--- src/rtl/tile_ram_arbiter_pkg.sv ---
// Shared types and constants for the tile RAM arbiter.
// Latency: none (declarations only).
// Backpressure: none (declarations only).
// Contents: RAM geometry, phase / grant / read-tag encodings, saturating increment helper.
package tile_ram_arbiter_pkg;

    localparam int ADDR_W = 10;  // 32x32 tiles, address {y,x} / {row,col}
    localparam int DATA_W = 8;

    typedef logic [ADDR_W-1:0] addr_t;
    typedef logic [DATA_W-1:0] data_t;
    typedef logic [7:0]        count_t;

    typedef enum logic {
        PH_INIT = 1'b0,
        PH_RUN  = 1'b1
    } phase_t;

    // Who owns the RAM port this cycle.
    typedef enum logic [1:0] {
        GNT_NONE = 2'd0,
        GNT_LD   = 2'd1,
        GNT_VID  = 2'd2,
        GNT_GM   = 2'd3
    } grant_t;

    // Which client the RAM read data belongs to on the following cycle.
    typedef enum logic [1:0] {
        TAG_NONE = 2'd0,
        TAG_VID  = 2'd1,
        TAG_GM   = 2'd2
    } tag_t;

    function automatic count_t sat_inc(input count_t v, input count_t lim);
        return (v >= lim) ? lim : count_t'(v + 8'd1);
    endfunction

endpackage

--- src/rtl/tile_ram_arbiter_if.sv ---
// Bundle of loader, video, game and RAM-side signals around the tile RAM arbiter.
// Latency: n/a (wiring only).
// Backpressure: game side holds its request until gm_ack; video and loader are never stalled.
// Modports: slave = arbiter view, master = client/RAM view.
import tile_ram_arbiter_pkg::*;

interface tile_ram_arbiter_if;

    // loader
    logic   ld_we;
    addr_t  ld_addr;
    data_t  ld_din;
    logic   ld_done;
    logic   ready;
    // video scan-out
    logic   vid_req;
    addr_t  vid_addr;
    data_t  vid_data;
    logic   vid_valid;
    logic   vid_miss;
    // game logic
    logic   gm_req;
    logic   gm_we;
    addr_t  gm_addr;
    data_t  gm_wdata;
    logic   gm_ack;
    data_t  gm_rdata;
    logic   gm_rvalid;
    count_t miss_count;
    // RAM port
    addr_t  ram_addr;
    data_t  ram_din;
    logic   ram_we;
    data_t  ram_dout;

    modport slave (
        input  ld_we, ld_addr, ld_din, ld_done,
        input  vid_req, vid_addr,
        input  gm_req, gm_we, gm_addr, gm_wdata,
        input  ram_dout,
        output ready, vid_data, vid_valid, vid_miss,
        output gm_ack, gm_rdata, gm_rvalid, miss_count,
        output ram_addr, ram_din, ram_we
    );

    modport master (
        output ld_we, ld_addr, ld_din, ld_done,
        output vid_req, vid_addr,
        output gm_req, gm_we, gm_addr, gm_wdata,
        output ram_dout,
        input  ready, vid_data, vid_valid, vid_miss,
        input  gm_ack, gm_rdata, gm_rvalid, miss_count,
        input  ram_addr, ram_din, ram_we
    );

endinterface

--- src/rtl/tile_ram_arbiter.sv ---
// Arbitrates the single-port tile RAM: loader-only boot phase, then video-over-game with starvation override.
// Latency: grant and RAM drive are combinational; read data/valid one cycle after grant; vid_miss one cycle after a lost request.
// Backpressure: video is never stalled (lost requests flagged via vid_miss); game request is held until gm_ack.
// Ports: clk, reset (async active-low), bus (tile_ram_arbiter_if.slave).
module tile_ram_arbiter
    import tile_ram_arbiter_pkg::*;
#(
    parameter int STARVE_LIMIT = 15  // 1..255
)(
    input  logic               clk,
    input  logic               reset,
    tile_ram_arbiter_if.slave  bus
);

    localparam count_t LIMIT = count_t'(STARVE_LIMIT);

    phase_t phase_q, phase_d;
    grant_t grant;
    tag_t   tag_q;
    count_t starve_q;
    count_t miss_q;
    logic   vid_miss_q;
    addr_t  last_addr_q;
    data_t  last_din_q;
    data_t  vid_hold_q, gm_hold_q;

    addr_t  ram_addr_c;
    data_t  ram_din_c;
    logic   ram_we_c;
    logic   gm_grant;
    logic   vid_grant;
    logic   vid_lost;
    data_t  vid_data_c, gm_rdata_c;

    // Phase register
    always_ff @(posedge clk or negedge reset) begin
        if (!reset) begin
            phase_q <= PH_INIT;
        end else begin
            phase_q <= phase_d;
        end
    end

    // Next phase and per-cycle grant
    always_comb begin
        phase_d = phase_q;
        grant   = GNT_NONE;
        case (phase_q)
            PH_INIT: begin
                grant = GNT_LD;
                if (bus.ld_done) begin
                    phase_d = PH_RUN;
                end
            end
            PH_RUN: begin
                // A game request blocked for STARVE_LIMIT cycles steals one video slot.
                if (bus.gm_req && (starve_q == LIMIT)) begin
                    grant = GNT_GM;
                end else if (bus.vid_req) begin
                    grant = GNT_VID;
                end else if (bus.gm_req) begin
                    grant = GNT_GM;
                end
            end
            default: phase_d = PH_INIT;
        endcase
    end

    // RAM port mux; when idle the address and data park on their last values.
    always_comb begin
        ram_addr_c = last_addr_q;
        ram_din_c  = last_din_q;
        ram_we_c   = 1'b0;
        case (grant)
            GNT_LD: begin
                ram_addr_c = bus.ld_addr;
                ram_din_c  = bus.ld_din;
                ram_we_c   = bus.ld_we;
            end
            GNT_VID: begin
                ram_addr_c = bus.vid_addr;
            end
            GNT_GM: begin
                ram_addr_c = bus.gm_addr;
                ram_din_c  = bus.gm_wdata;
                ram_we_c   = bus.gm_we;
            end
            default: ;
        endcase
    end

    assign gm_grant  = (grant == GNT_GM);
    assign vid_grant = (grant == GNT_VID);
    assign vid_lost  = bus.vid_req && !vid_grant;

    // Data returned by the RAM belongs to whoever the tag names; otherwise hold.
    assign vid_data_c = (tag_q == TAG_VID) ? bus.ram_dout : vid_hold_q;
    assign gm_rdata_c = (tag_q == TAG_GM)  ? bus.ram_dout : gm_hold_q;

    always_ff @(posedge clk or negedge reset) begin
        if (!reset) begin
            tag_q       <= TAG_NONE;
            starve_q    <= '0;
            miss_q      <= '0;
            vid_miss_q  <= 1'b0;
            last_addr_q <= '0;
            last_din_q  <= '0;
            vid_hold_q  <= '0;
            gm_hold_q   <= '0;
        end else begin
            if (vid_grant) begin
                tag_q <= TAG_VID;
            end else if (gm_grant && !bus.gm_we) begin
                tag_q <= TAG_GM;
            end else begin
                tag_q <= TAG_NONE;
            end

            if (!bus.gm_req || gm_grant) begin
                starve_q <= '0;
            end else begin
                starve_q <= sat_inc(starve_q, LIMIT);
            end

            vid_miss_q <= vid_lost;
            if (vid_lost) begin
                miss_q <= sat_inc(miss_q, 8'hFF);
            end

            last_addr_q <= ram_addr_c;
            last_din_q  <= ram_din_c;
            vid_hold_q  <= vid_data_c;
            gm_hold_q   <= gm_rdata_c;
        end
    end

    assign bus.ready      = (phase_q == PH_RUN);
    assign bus.ram_addr   = ram_addr_c;
    assign bus.ram_din    = ram_din_c;
    assign bus.ram_we     = ram_we_c;
    assign bus.gm_ack     = gm_grant;
    assign bus.vid_valid  = (tag_q == TAG_VID);
    assign bus.vid_data   = vid_data_c;
    assign bus.gm_rvalid  = (tag_q == TAG_GM);
    assign bus.gm_rdata   = gm_rdata_c;
    assign bus.vid_miss   = vid_miss_q;
    assign bus.miss_count = miss_q;

endmodule

--- src/flat_wrapper.sv ---
// flat-port wrapper written by rule: the top's interface ports become plain ports
module tile_ram_arbiter_flat import tile_ram_arbiter_pkg::*;
#(
    parameter int STARVE_LIMIT = 15           
)
  (clk, reset, bus_ld_we, bus_ld_addr, bus_ld_din, bus_ld_done, bus_vid_req, bus_vid_addr, bus_gm_req, bus_gm_we, bus_gm_addr, bus_gm_wdata, bus_ram_dout, bus_ready, bus_vid_data, bus_vid_valid, bus_vid_miss, bus_gm_ack, bus_gm_rdata, bus_gm_rvalid, bus_miss_count, bus_ram_addr, bus_ram_din, bus_ram_we);
  tile_ram_arbiter_if bus_i ();
  input  logic clk;
  input  logic reset;
  input wire logic [$bits(bus_i.ld_we)-1:0] bus_ld_we;
  input wire logic [$bits(bus_i.ld_addr)-1:0] bus_ld_addr;
  input wire logic [$bits(bus_i.ld_din)-1:0] bus_ld_din;
  input wire logic [$bits(bus_i.ld_done)-1:0] bus_ld_done;
  input wire logic [$bits(bus_i.vid_req)-1:0] bus_vid_req;
  input wire logic [$bits(bus_i.vid_addr)-1:0] bus_vid_addr;
  input wire logic [$bits(bus_i.gm_req)-1:0] bus_gm_req;
  input wire logic [$bits(bus_i.gm_we)-1:0] bus_gm_we;
  input wire logic [$bits(bus_i.gm_addr)-1:0] bus_gm_addr;
  input wire logic [$bits(bus_i.gm_wdata)-1:0] bus_gm_wdata;
  input wire logic [$bits(bus_i.ram_dout)-1:0] bus_ram_dout;
  output wire logic [$bits(bus_i.ready)-1:0] bus_ready;
  output wire logic [$bits(bus_i.vid_data)-1:0] bus_vid_data;
  output wire logic [$bits(bus_i.vid_valid)-1:0] bus_vid_valid;
  output wire logic [$bits(bus_i.vid_miss)-1:0] bus_vid_miss;
  output wire logic [$bits(bus_i.gm_ack)-1:0] bus_gm_ack;
  output wire logic [$bits(bus_i.gm_rdata)-1:0] bus_gm_rdata;
  output wire logic [$bits(bus_i.gm_rvalid)-1:0] bus_gm_rvalid;
  output wire logic [$bits(bus_i.miss_count)-1:0] bus_miss_count;
  output wire logic [$bits(bus_i.ram_addr)-1:0] bus_ram_addr;
  output wire logic [$bits(bus_i.ram_din)-1:0] bus_ram_din;
  output wire logic [$bits(bus_i.ram_we)-1:0] bus_ram_we;
  assign bus_i.ld_we = bus_ld_we;
  assign bus_i.ld_addr = bus_ld_addr;
  assign bus_i.ld_din = bus_ld_din;
  assign bus_i.ld_done = bus_ld_done;
  assign bus_i.vid_req = bus_vid_req;
  assign bus_i.vid_addr = bus_vid_addr;
  assign bus_i.gm_req = bus_gm_req;
  assign bus_i.gm_we = bus_gm_we;
  assign bus_i.gm_addr = bus_gm_addr;
  assign bus_i.gm_wdata = bus_gm_wdata;
  assign bus_i.ram_dout = bus_ram_dout;
  assign bus_ready = bus_i.ready;
  assign bus_vid_data = bus_i.vid_data;
  assign bus_vid_valid = bus_i.vid_valid;
  assign bus_vid_miss = bus_i.vid_miss;
  assign bus_gm_ack = bus_i.gm_ack;
  assign bus_gm_rdata = bus_i.gm_rdata;
  assign bus_gm_rvalid = bus_i.gm_rvalid;
  assign bus_miss_count = bus_i.miss_count;
  assign bus_ram_addr = bus_i.ram_addr;
  assign bus_ram_din = bus_i.ram_din;
  assign bus_ram_we = bus_i.ram_we;
  tile_ram_arbiter #(.STARVE_LIMIT(STARVE_LIMIT)) u_core (.clk(clk), .reset(reset), .bus(bus_i));
endmodule
--- config.mk ---
export PLATFORM = sky130hd
export DESIGN_NAME = tile_ram_arbiter_flat
export DESIGN_NICKNAME = d
export VERILOG_FILES = /design/src/rtl/tile_ram_arbiter_pkg.sv /design/src/rtl/tile_ram_arbiter_if.sv /design/src/rtl/tile_ram_arbiter.sv /design/src/flat_wrapper.sv
export SDC_FILE = /design/constraint.sdc
export NUM_CORES = 1
export LEC_CHECK = 0
export CORE_ASPECT_RATIO = 1.75
export CORE_UTILIZATION = 30
export CTS_CLUSTER_DIAMETER = 80
export DETAILED_ROUTE_END_ITERATION = 12
export PLACE_DENSITY = 0.71
export SLEW_MARGIN = 15
export SYNTH_ARGS = -nofsm -noshare
export SYNTH_HDL_FRONTEND = slang
export SYNTH_SLANG_ARGS = --single-unit
--- constraint.sdc ---
create_clock -name clk -period 3 [get_ports clk]
set_input_delay 0.6 -clock clk [delete_from_list [all_inputs] [get_ports clk]]
set_output_delay 0.6 -clock clk [all_outputs]
set_load 0.02 [all_outputs]
==> summary.md <==
| Metric | Value |
|---|---|
| Status | finished, final reports clean |
| Final Critical Period | 2.944 ns |
| Crit-path leading delay family | buffers and inverters |
| Rows | 42 |
| Synth-to-Final Area Change | 60.05% |
| Sequential share of power | 43.7% |
| Worst-Margin Slew | 0.6996 ns |
| Clock Latency Late Sink | 0.29 ns |
| CP most frequent cell | buf_4 |
| Final setup fails | 0 |
| Mapped Avg Cell Area | around 13 sq um |
| Hold-fix buffers at CTS | 0 |
| Postcts setup bufs | 0 |
| Post-synth top area cell | dfrtp_1 |
| I/O Buffers | roughly 110 |
| DR pass1 iterations | 4 |
| CP required | 2.40 ns |
| ANT cells | 0 |
| Worst vdd rail ir drop | 336.5 uV |
| First-pass GRT wire length | 9770 microns |
| Clock sinks | 54 |
| Root buf cell | clkbuf_16 |
| Clk buf depth | 2 |
| Synth unique cells | between 40 and 50 |
| Final ANT Viol Nets | 0 |
| Drt total wl | 6100 microns |
| CP Launch Type | primary input |
| Pins Over Slew Limit | 0 |
| Avg WL per Cell | about 15 microns |
| Skew final | 0.004296 ns |
| Vias | just under 2,000 |
| TritonCTS clock tree | built |
| Arrival @ worst endpoint | 2.34 ns |
| Die outline height | 119.3 microns |
| Final instance area | 3775 sq um |
| Seq/Total Area, Yosys | a little under three fifths |
| Number of global-route vias before repair | 2,036 |
| Worst-path cell chain | clkdlybuf4s50_1 -> buf_4 -> or3_1 -> buf_4 -> o221a_2 -> dlygate4sd2_1 |
| H-tree Lvls | 2 |
| Relative slew slack | 53.36% |
| DRC viols | 0 |
| Die Wd | roughly 69 microns |
| Slowest CP cell | clkdlybuf4s50_1 |
| Max-Cap Viols | 0 |
| HPWL after detailed placement | 4458 microns |
| Hold WC Path Type | in -> async |
| Ys Warns | 0 |
| Num CTS Buffers | 5 |
| Crit-path max FO | 9 |
| Max incr delay on CP | 0.42 ns |
| Initial antenna violation count | 0 |
| Hold Violations, Final | 0 |
| Yosys reg bits | 54 |
| CP endpoint kind | output pin |
| Initial Util | a little under a third |
| Post-Synthesis Cell Area | approximately 2400 sq um |
| Pre-CTS WS | -0.1542 ns |
| Vias/cell | about 5.0 |
| NetSw | approximately 500 uW |
| Post-synth top area share | 57.29% |
| Share of cells above drive strength 1 | 20.83% |
| Power share of the clock group | 30.4% |
| Switching share of power | 26.33% |
| Leak | 0.001630 uW |
| I/O Pins | between 100 and 150 |
| Gate count of the mapped netlist | 188 |
| Maximum achievable frequency | around 340 MHz |
| Placed Area | 3630 sq um |
| Die ar. | 8234 sq um |
| Worst-path clk slew | 0.07 ns |
| WS Path Type | in -> out |
| Worst Path Buf+Inv | 4 |
| Grt ovf | 0 |
| Pwr/cell area | 503.4 nW/um^2 |
| Largest net degree at the start of global routing | between 50 and 60 |
| Top FF cell, synth | dfrtp_1 |
| Comb pwr share | between 20% and 30% |
| Setup total negative slack | 0 ns |
| Core Util, Final | 49.88% |
| Final period util | 98.13% |
| Top post-synthesis cells by area | dfrtp_1, mux2_2, a221o_1, o221a_2, nor2b_1 |
| Core area | 7567 sq um |
| Setup WS post-layout | 0.05601 ns |
| Pint | 1400 uW |
| Number of synthesized flops with an enable pin | 0 |
| Nets | 374 |
| Async S/R FF share, synth | 100.0% |
| Global-route usage over all layers | about 15% |
| Initial drt markers | 63 |
| GP Congestion | 0.8200 |
-- cells by family (layout without fill, tap and decap cells) --
logic type,Yosys count,after routing,synth area share [%]
AO/OA/AOI/OAI,50,50,17.98
XOR/XNOR,2,2,0.7428
adder cells (fa/ha/maj),2,2,1.061
buffers and inverters,18,139,3.448
flip-flops,54,54,57.29
multiplexers,18,18,8.700
other,1,4,0.1590
AND/OR/NAND/NOR,43,43,10.61
-- final timing paths --
path / start / to / slack (ns) / cells after the start
worst max-delay path: bus_gm_req / bus_ram_addr[5] / 0.06 / 6
max in group asynchronous: reset / u_core.bus.miss_count[6] / 2.09 / 2
worst max register to register: u_core.starve_q[6] / u_core.last_din_q[7] / 0.99 / 5
min in group clk: u_core.starve_q[0] / u_core.starve_q[0] / 0.49 / 1
worst min register to register: u_core.starve_q[0] / u_core.starve_q[0] / 0.49 / 1
worst min-delay path: reset / u_core.vid_hold_q[0] / 0.43 / 2
-- sequential cells by signal (all words and copies together), names as in the netlist --
name and count:
u_core.last_din_q 8, u_core.last_addr_q 10, u_core.starve_q 8, u_core.bus.vid_miss 1
u_core.vid_hold_q 8, u_core.bus.miss_count 8, u_core.bus.ready 1, u_core.tag_q 2
u_core.gm_hold_q 8
-- placed cells by master, fill, tap and decap left out, drive strengths merged, types with 3 or more instances in the layout --
| cell | n |
|---|---|
| a21oi | 9 |
| a221o | 9 |
| a31oi | 5 |
| and3 | 3 |
| and4 | 3 |
| buf | 16 |
| clkbuf | 9 |
| clkdlybuf4s15 | 8 |
| clkdlybuf4s50 | 87 |
| conb | 4 |
| dfrtp | 54 |
| dlygate4sd2 | 10 |
| inv | 8 |
| mux2 | 17 |
| nand2 | 12 |
| nand3 | 3 |
| nand4 | 4 |
| nor2b | 9 |
| o21a | 4 |
| o221a | 9 |
| o22ai | 9 |
-- worst register-to-register path, cell delays in order (launching register included) --
cell	delay (ns)
dfrtp_1	0.37
or4_4	0.59
o21a_1	0.25
o21a_4	0.24
a221o_1	0.32
buf_4	0.14
-- layer usage --
metal | vias up | GRT usage [%] | wire length [microns]
met2 | 63 | 26.88 | 3369
met4 | 0 | 5.740 | 107
met1 | 961 | 17.26 | 2386
met5 | - | 0 | 0
met3 | 6 | 2.115 | 236
li1 | 951 | - | -
-- power groups by stage --
| stage | registers, uW | logic [uW] | clock network [uW] |
|---|---|---|---|
| floorplan | 843 | 226 | 0 |
| global placement | 842 | 505 | 0 |
| detailed placement | 845 | 511 | 0 |
| CTS | 832 | 497 | 592 |
| global route | 839 | 522 | 622 |
| finish | 831 | 491 | 578 |
-- cell usage after synthesis (2+ instances only) --
master	count
a21oi_1	9
and3_1	3
nor2_1	2
o221a_2	8
clkbuf_1	5
a31oi_1	5
inv_1	7
nor2b_1	9
and4_1	3
mux2_2	16
nand4_1	3
o22ai_1	9
nand3_1	3
buf_2	2
nand2_1	12
dfrtp_1	54
a221o_1	9
ha_1	2
o21a_1	4
-- layout make-up --
| class | count | area (sq um) |
|---|---|---|
| sequential | 54 | 1351 |
| multi-input combinational | 119 | 949.7 |
| clock buffer | 7 | 142.6 |
| timing repair buffer | 123 | 1186 |
| clock inverter | 1 | 5.005 |
| tap | 88 | 110.1 |
| inverter | 8 | 30.03 |
| fill | 711 | 3792 |
-- metrics by stage --
step | total power (uW) | hold WS (ns) | std cells
finish | 1900 | 0.4342 | 400
global route | 1984 | 0.5079 | 400
CTS | 1920 | 0.4724 | 400
detailed placement | 1355 | 0.4851 | 392
global placement | 1347 | 0.4669 | 392
floorplan | 1069 | 0.3044 | 191
-- timing repair --
action	4_1_cts	5_1_grt
pin swaps	0	0
gates resized for setup	35	6
endpoints found under the setup margin	20	10
hold endpoints to repair	0	0
gates cloned	0	0
Power figures use the tool's default switching activity.
